$ cat src/rtl/design67_check_seq.sv
// design67_check_seq: on-chip self-check sequencer for golden/netlist
// equivalence runs. It holds the DUT pair in reset, checks the reset state,
// then drives NUM_VECTORS LFSR stimulus vectors. Each vector is compared
// SETTLE cycles after it is applied. Mismatches are counted with saturation.
//
// Optional feature: define CHECK_SEQ_FAIL_LOG_EN to add first-mismatch
// capture outputs (fail_valid, fail_idx, fail_golden, fail_netlist).
//
// Every output is registered. golden_out and netlist_out are sampled
// directly on the compare edge.

module design67_check_seq #(
    parameter int          IN_W        = 8,
    parameter int          OUT_W       = 32,
    parameter int          NUM_VECTORS = 1000,
    parameter int          SETTLE      = 2,
    parameter logic [31:0] SEED        = 32'h1
) (
    input  logic             clk,
    input  logic             rst,
    input  logic             start,
    input  logic             abort,
    output logic             dut_rst,
    output logic [IN_W-1:0]  stim_out,
    input  logic [OUT_W-1:0] golden_out,
    input  logic [OUT_W-1:0] netlist_out,
    output logic             busy,
    output logic             done,
    output logic             pass,
    output logic [15:0]      mismatch_cnt,
    output logic [15:0]      vec_idx
`ifdef CHECK_SEQ_FAIL_LOG_EN
    ,
    output logic             fail_valid,
    output logic [15:0]      fail_idx,
    output logic [OUT_W-1:0] fail_golden,
    output logic [OUT_W-1:0] fail_netlist
`endif
);

    // A zero seed would lock the LFSR at zero, so it is replaced by 1.
    localparam logic [31:0] SEED_EFF    = (SEED == 32'h0) ? 32'h1 : SEED;
    localparam logic [31:0] LFSR_TAPS   = 32'h8020_0003;
    localparam logic [15:0] LAST_IDX    = 16'(NUM_VECTORS - 1);
    localparam int          SET_W       = (SETTLE > 1) ? $clog2(SETTLE) : 1;
    localparam logic [SET_W-1:0] SETTLE_LAST = SET_W'(SETTLE - 1);

    typedef enum logic [2:0] {
        S_IDLE    = 3'd0,
        S_RST     = 3'd1,
        S_RST_CMP = 3'd2,
        S_RELEASE = 3'd3,
        S_VEC     = 3'd4,
        S_DONE    = 3'd5
    } state_t;

    // One Galois step: shift right, fold the taps back in when bit 0 is set.
    function automatic logic [31:0] lfsr_step(input logic [31:0] cur);
        logic [31:0] nxt;
        nxt = cur >> 1;
        if (cur[0]) begin
            nxt = nxt ^ LFSR_TAPS;
        end else begin
            nxt = nxt;
        end
        return nxt;
    endfunction

    state_t             state_r;
    state_t             state_s;
    logic               rst_cnt_r;
    logic [SET_W-1:0]   settle_cnt_r;
    logic [31:0]        lfsr_r;
    logic [31:0]        lfsr_nx_s;

    logic               clear_s;
    logic               seed_load_s;
    logic               advance_s;
    logic               compare_s;
    logic               diff_s;

    logic               dut_rst_r;
    logic [IN_W-1:0]    stim_r;
    logic               busy_r;
    logic               done_r;
    logic               pass_r;
    logic [15:0]        mismatch_cnt_r;
    logic [15:0]        vec_idx_r;

    logic               dut_rst_s;
    logic [IN_W-1:0]    stim_s;
    logic               busy_s;
    logic               done_s;
    logic [15:0]        mismatch_cnt_s;
    logic [15:0]        vec_idx_s;

    assign lfsr_nx_s = lfsr_step(lfsr_r);
    assign diff_s    = (golden_out != netlist_out);

    // Next-state logic and the per-cycle action strobes for the datapath.
    always_comb begin
        state_s     = state_r;
        clear_s     = 1'b0;
        seed_load_s = 1'b0;
        advance_s   = 1'b0;
        compare_s   = 1'b0;
        if (abort) begin
            state_s = S_IDLE;
            clear_s = 1'b1;
        end else begin
            case (state_r)
                S_IDLE, S_DONE: begin
                    if (start) begin
                        state_s     = S_RST;
                        clear_s     = 1'b1;
                        seed_load_s = 1'b1;
                    end else begin
                        state_s = state_r;
                    end
                end
                S_RST: begin
                    if (rst_cnt_r) begin
                        state_s = S_RST_CMP;
                    end else begin
                        state_s = S_RST;
                    end
                end
                S_RST_CMP: begin
                    compare_s = 1'b1;
                    state_s   = S_RELEASE;
                end
                S_RELEASE: begin
                    // First vector load: nothing has been applied yet to compare.
                    advance_s = 1'b1;
                    state_s   = S_VEC;
                end
                S_VEC: begin
                    if (settle_cnt_r == SETTLE_LAST) begin
                        compare_s = 1'b1;
                        if (vec_idx_r == LAST_IDX) begin
                            state_s = S_DONE;
                        end else begin
                            advance_s = 1'b1;
                            state_s   = S_VEC;
                        end
                    end else begin
                        state_s = S_VEC;
                    end
                end
                default: begin
                    state_s = S_IDLE;
                    clear_s = 1'b1;
                end
            endcase
        end
    end

    // Next values of the counters and of the registered outputs.
    always_comb begin
        mismatch_cnt_s = mismatch_cnt_r;
        vec_idx_s      = vec_idx_r;
        if (clear_s) begin
            mismatch_cnt_s = 16'h0000;
            vec_idx_s      = 16'h0000;
        end else begin
            if (compare_s && diff_s && (mismatch_cnt_r != 16'hFFFF)) begin
                mismatch_cnt_s = mismatch_cnt_r + 16'd1;
            end else begin
                mismatch_cnt_s = mismatch_cnt_r;
            end
            // Only a VEC compare is followed by an advance; that moves the index.
            if (compare_s && advance_s) begin
                vec_idx_s = vec_idx_r + 16'd1;
            end else begin
                vec_idx_s = vec_idx_r;
            end
        end

        dut_rst_s = 1'b1;
        busy_s    = 1'b0;
        done_s    = 1'b0;
        stim_s    = '0;
        case (state_s)
            S_IDLE: begin
                dut_rst_s = 1'b1;
                busy_s    = 1'b0;
            end
            S_RST, S_RST_CMP: begin
                dut_rst_s = 1'b1;
                busy_s    = 1'b1;
            end
            S_RELEASE: begin
                dut_rst_s = 1'b0;
                busy_s    = 1'b1;
            end
            S_VEC: begin
                dut_rst_s = 1'b0;
                busy_s    = 1'b1;
                if (advance_s) begin
                    stim_s = lfsr_nx_s[IN_W-1:0];
                end else begin
                    stim_s = stim_r;
                end
            end
            S_DONE: begin
                dut_rst_s = 1'b0;
                done_s    = 1'b1;
                stim_s    = stim_r;
            end
            default: begin
                dut_rst_s = 1'b1;
            end
        endcase
    end

    // State register.
    always_ff @(posedge clk or negedge rst) begin
        if (!rst) begin
            state_r <= S_IDLE;
        end else begin
            state_r <= state_s;
        end
    end

    // Sequencing counters: RST dwell, settle interval and the LFSR.
    always_ff @(posedge clk or negedge rst) begin
        if (!rst) begin
            rst_cnt_r    <= 1'b0;
            settle_cnt_r <= '0;
            lfsr_r       <= SEED_EFF;
        end else begin
            if ((state_r == S_RST) && (state_s == S_RST)) begin
                rst_cnt_r <= 1'b1;
            end else begin
                rst_cnt_r <= 1'b0;
            end
            if (advance_s) begin
                settle_cnt_r <= '0;
            end else if (state_r == S_VEC) begin
                settle_cnt_r <= settle_cnt_r + 1'b1;
            end else begin
                settle_cnt_r <= '0;
            end
            if (seed_load_s || clear_s) begin
                lfsr_r <= SEED_EFF;
            end else if (advance_s) begin
                lfsr_r <= lfsr_nx_s;
            end else begin
                lfsr_r <= lfsr_r;
            end
        end
    end

    // Registered outputs and result counters.
    always_ff @(posedge clk or negedge rst) begin
        if (!rst) begin
            dut_rst_r      <= 1'b1;
            stim_r         <= '0;
            busy_r         <= 1'b0;
            done_r         <= 1'b0;
            pass_r         <= 1'b0;
            mismatch_cnt_r <= 16'h0000;
            vec_idx_r      <= 16'h0000;
        end else begin
            dut_rst_r      <= dut_rst_s;
            stim_r         <= stim_s;
            busy_r         <= busy_s;
            done_r         <= done_s;
            pass_r         <= done_s && (mismatch_cnt_s == 16'h0000);
            mismatch_cnt_r <= mismatch_cnt_s;
            vec_idx_r      <= vec_idx_s;
        end
    end

    assign dut_rst      = dut_rst_r;
    assign stim_out     = stim_r;
    assign busy         = busy_r;
    assign done         = done_r;
    assign pass         = pass_r;
    assign mismatch_cnt = mismatch_cnt_r;
    assign vec_idx      = vec_idx_r;

`ifdef CHECK_SEQ_FAIL_LOG_EN
    logic               fail_valid_r;
    logic [15:0]        fail_idx_r;
    logic [OUT_W-1:0]   fail_golden_r;
    logic [OUT_W-1:0]   fail_netlist_r;

    // First-mismatch capture; the reset compare is tagged with index 16'hFFFF.
    always_ff @(posedge clk or negedge rst) begin
        if (!rst) begin
            fail_valid_r   <= 1'b0;
            fail_idx_r     <= 16'h0000;
            fail_golden_r  <= '0;
            fail_netlist_r <= '0;
        end else if (clear_s) begin
            fail_valid_r   <= 1'b0;
            fail_idx_r     <= 16'h0000;
            fail_golden_r  <= '0;
            fail_netlist_r <= '0;
        end else if (compare_s && diff_s && !fail_valid_r) begin
            fail_valid_r   <= 1'b1;
            fail_idx_r     <= (state_r == S_RST_CMP) ? 16'hFFFF : vec_idx_r;
            fail_golden_r  <= golden_out;
            fail_netlist_r <= netlist_out;
        end else begin
            fail_valid_r   <= fail_valid_r;
            fail_idx_r     <= fail_idx_r;
            fail_golden_r  <= fail_golden_r;
            fail_netlist_r <= fail_netlist_r;
        end
    end

    assign fail_valid   = fail_valid_r;
    assign fail_idx     = fail_idx_r;
    assign fail_golden  = fail_golden_r;
    assign fail_netlist = fail_netlist_r;
`endif

endmodule

$ cat config.mk
export PLATFORM = sky130hd
export DESIGN_NAME = design67_check_seq
export DESIGN_NICKNAME = d
export VERILOG_FILES = /design/src/rtl/design67_check_seq.sv
export SDC_FILE = /design/constraint.sdc
export NUM_CORES = 1
export LEC_CHECK = 0
export CORE_MARGIN = 1
export CORE_UTILIZATION = 35
export DETAILED_ROUTE_END_ITERATION = 10
export PLACE_DENSITY = 0.65
export SKIP_CTS_REPAIR_TIMING = 1
export SYNTH_ARGS = -nofsm -noshare
export SYNTH_HDL_FRONTEND = slang
export SYNTH_SLANG_ARGS = --single-unit
export TNS_END_PERCENT = 100
$ cat constraint.sdc
create_clock -name clk -period 4.7 [get_ports clk]
set_input_delay 0.705 -clock clk [delete_from_list [all_inputs] [get_ports clk]]
set_output_delay 0.705 -clock clk [all_outputs]
set_load 0.02 [all_outputs]
==> results.json <==
{
  "status": "finished, violations left",
  "violations": "DRC",
  "via_per_inst": 5.06,
  "maxCapViolCount": 0,
  "r2r-start": "state_r[1]",
  "syn_nets": 514,
  "required_ns": 4.91,
  "synth_edf_count": 0,
  "seq_area_frac_synth_pct": 48.2,
  "portBuffers": 111,
  "cp-start-kind": "input pin",
  "synth_cell_types": 49,
  "finalClockSkew_ns": 0.00879,
  "p_per_area_mw_per_mm2": 284,
  "cp.arrival_ns": 3.56,
  "min_from": "settle_cnt_r",
  "min_period_over_period_pct": 71.3,
  "cts.sinks": 81,
  "core-area_mm2": 0.0116,
  "peakVddDrop_uv": 202,
  "grt_util_all_layers_pct": 16.7,
  "drv_slew": 0,
  "synthTopCellsByArea": "dfrtp_1, xnor2_1, nand2_1, xor2_1, nor2_1",
  "n_fill_cell": 1065,
  "die_h_um": 112,
  "ys_ff_latch": 81,
  "stdcell_area_mm2": 0.00578,
  "synth_area_mm2": 0.00421,
  "syn_inst": 444,
  "drive_above_1_share_pct": 6.18,
  "synth_common_cells": "dfrtp_1, nand2_1, xnor2_1",
  "ff_latch_area_mm2": 0.00203,
  "finalSetupViolCount": 0,
  "cts_buffers": 9,
  "grt-ovfl-total": 0,
  "clockBufferDepth": 2,
  "tritoncts": "done",
  "whs_path_depth": 1,
  "area_growth_pct": 37.2,
  "relSlewSlack_pct": 32.0,
  "cts_max_level": 3,
  "dieArea_mm2": 0.0125,
  "grt_pass1_vias": 3428,
  "start_util_pct": 36.4,
  "crit_fanout": 6,
  "worstSetupEndpointType": "flip-flop",
  "max_freq_ghz": 0.298,
  "worst_hold_slack_ns": 0.457,
  "async_flop_share_pct": 100,
  "antenna_found_initial": 0,
  "cts-root-buf": "clkbuf_16",
  "placed_area_mm2": 0.00544,
  "rsz0062_at_grt": "false",
  "tns_ns": 0,
  "grt_pass1_wl_um": 16900,
  "grt_max_degree": 82,
  "post_drt_wl_per_cell_um": 14.4,
  "crit_start": "netlist_out[10]",
  "synth_warnings": 0,
  "die_x_um": 112,
  "yosysTopAreaCell": "dfrtp_1",
  "min_period_ns": 3.35,
  "dr_total_vias": 3509,
  "dp_hpwl_um": 7270,
  "power_mw": 1.64,
  "timing.final.ws_setup_ns": 1.35,
  "diodes": 0,
  "synth.most_common_cell": "dfrtp_1",
  "hold_viol": 0,
  "cellLeakagePower_nw": 2.31,
  "synth-main-ff-cell": "dfrtp_1",
  "multi_input_area_mm2": 0.00208,
  "routed_wl_um": 9970,
  "synth.top_cell.area_share_pct": 47.0,
  "reg2reg_depth": 8,
  "worstSkewPairLatency_ns": 0.33,
  "first_pass_iters": 7,
  "clk_pin_slew_ns": 0.06,
  "drt_iter0_drc": 201,
  "gp_congestion": 0.833,
  "placement_rows": 39,
  "tightest_slew_ns": 1.02,
  "pre_cts_slack_ns": 0.980,
  "drc": 5,
  "drtAntennaViolNets": 0,
  "min_path_type": "flip-flop to flip-flop",
  "fin_nets": 615,
  "worstSetupPathType": "input pin to flip-flop",
  "syn_area_per_cell_um2": 9.48,
  "top_level_ports": 112
}
worst max-delay path, cell delays in order:
cell and delay [ns]:
clkdlybuf4s50_1 0.41, xnor2_1 0.21, nand4_1 0.14, nor4_2 0.46
and2_0 0.38, nor2_2 0.08, o221a_1 0.27, or4_4 0.54
a2111oi_2 0.37
per-stage QoR:
step           cells  utilization (%)
2_1_floorplan    444                -
5_1_grt          693             50.0
6_report         693             50.0
3_5_place_dp     677             47.1
4_1_cts          693             50.0
3_3_place_gp     677             47.1
where the power goes:
part           switching, mW  internal [mW]
combinational         0.0624         0.0788
clock                  0.274          0.520
sequential           0.00423          0.700
state kept, by name, summed over array words and instances (netlist names), 3 cells and up:
name and cells:
state_r 3, lfsr_r 32, vec_idx 16, mismatch_cnt 16, stim_out 8
final cells by class:
class,count,area share [%]
Tap cell,143,3.10
Inverter,5,0.325
Clock buffer,11,4.03
Clock inverter,5,1.80
Multi-Input combinational cell,333,35.9
Sequential cell,81,35.1
Timing Repair Buffer,115,19.7
layout by cell type, fill, tap and decap left out, drive strengths merged, types with 3 or more instances in the layout:
cell and instances:
nand2b 5, and3 8, a211o 3, a211oi 3, bufinv 3, nor2 41
dfrtp 79, mux2i 4, buf 5, nor4 6, and2 5, a311oi 3
clkbuf 11, nor2b 5, a22o 12, inv 5, xor2 18, nand4 16
clkdlybuf4s50 110, xnor2 42, nor4b 5, o21ai 31, a21oi 9, nand3 13
nand2 76, nor3 6
layer usage:
metal	wire length [um]	share of wire (%)	track usage (%)
met3	378	3.8	3.76
met4	97	0.97	4.14
met1	4480	45	21.8
met5	0	0	0
met2	5000	50	28.1
kinds of logic after synthesis:
family | Yosys count | synth area share, %
buffers and inverters | 30 | 2.79
AND/OR/NAND/NOR | 195 | 23.2
XOR/XNOR | 60 | 12.5
multiplexers | 4 | 0.951
adder cells (fa/ha/maj) | 2 | 0.594
AO/OA/AOI/OAI | 72 | 11.8
flip-flops | 81 | 48.2
final timing paths:
| check | to | slack [ns] |
|---|---|---|
| max in group asynchronous | busy | 3.49 |
| worst max register to register | pass | 1.59 |
| worst max-delay path | pass | 1.35 |
| min in group asynchronous | mismatch_cnt[12] | 0.53 |
| worst min register to register | settle_cnt_r | 0.46 |
| worst min-delay path | settle_cnt_r | 0.46 |
Power figures use the tool's default switching activity.
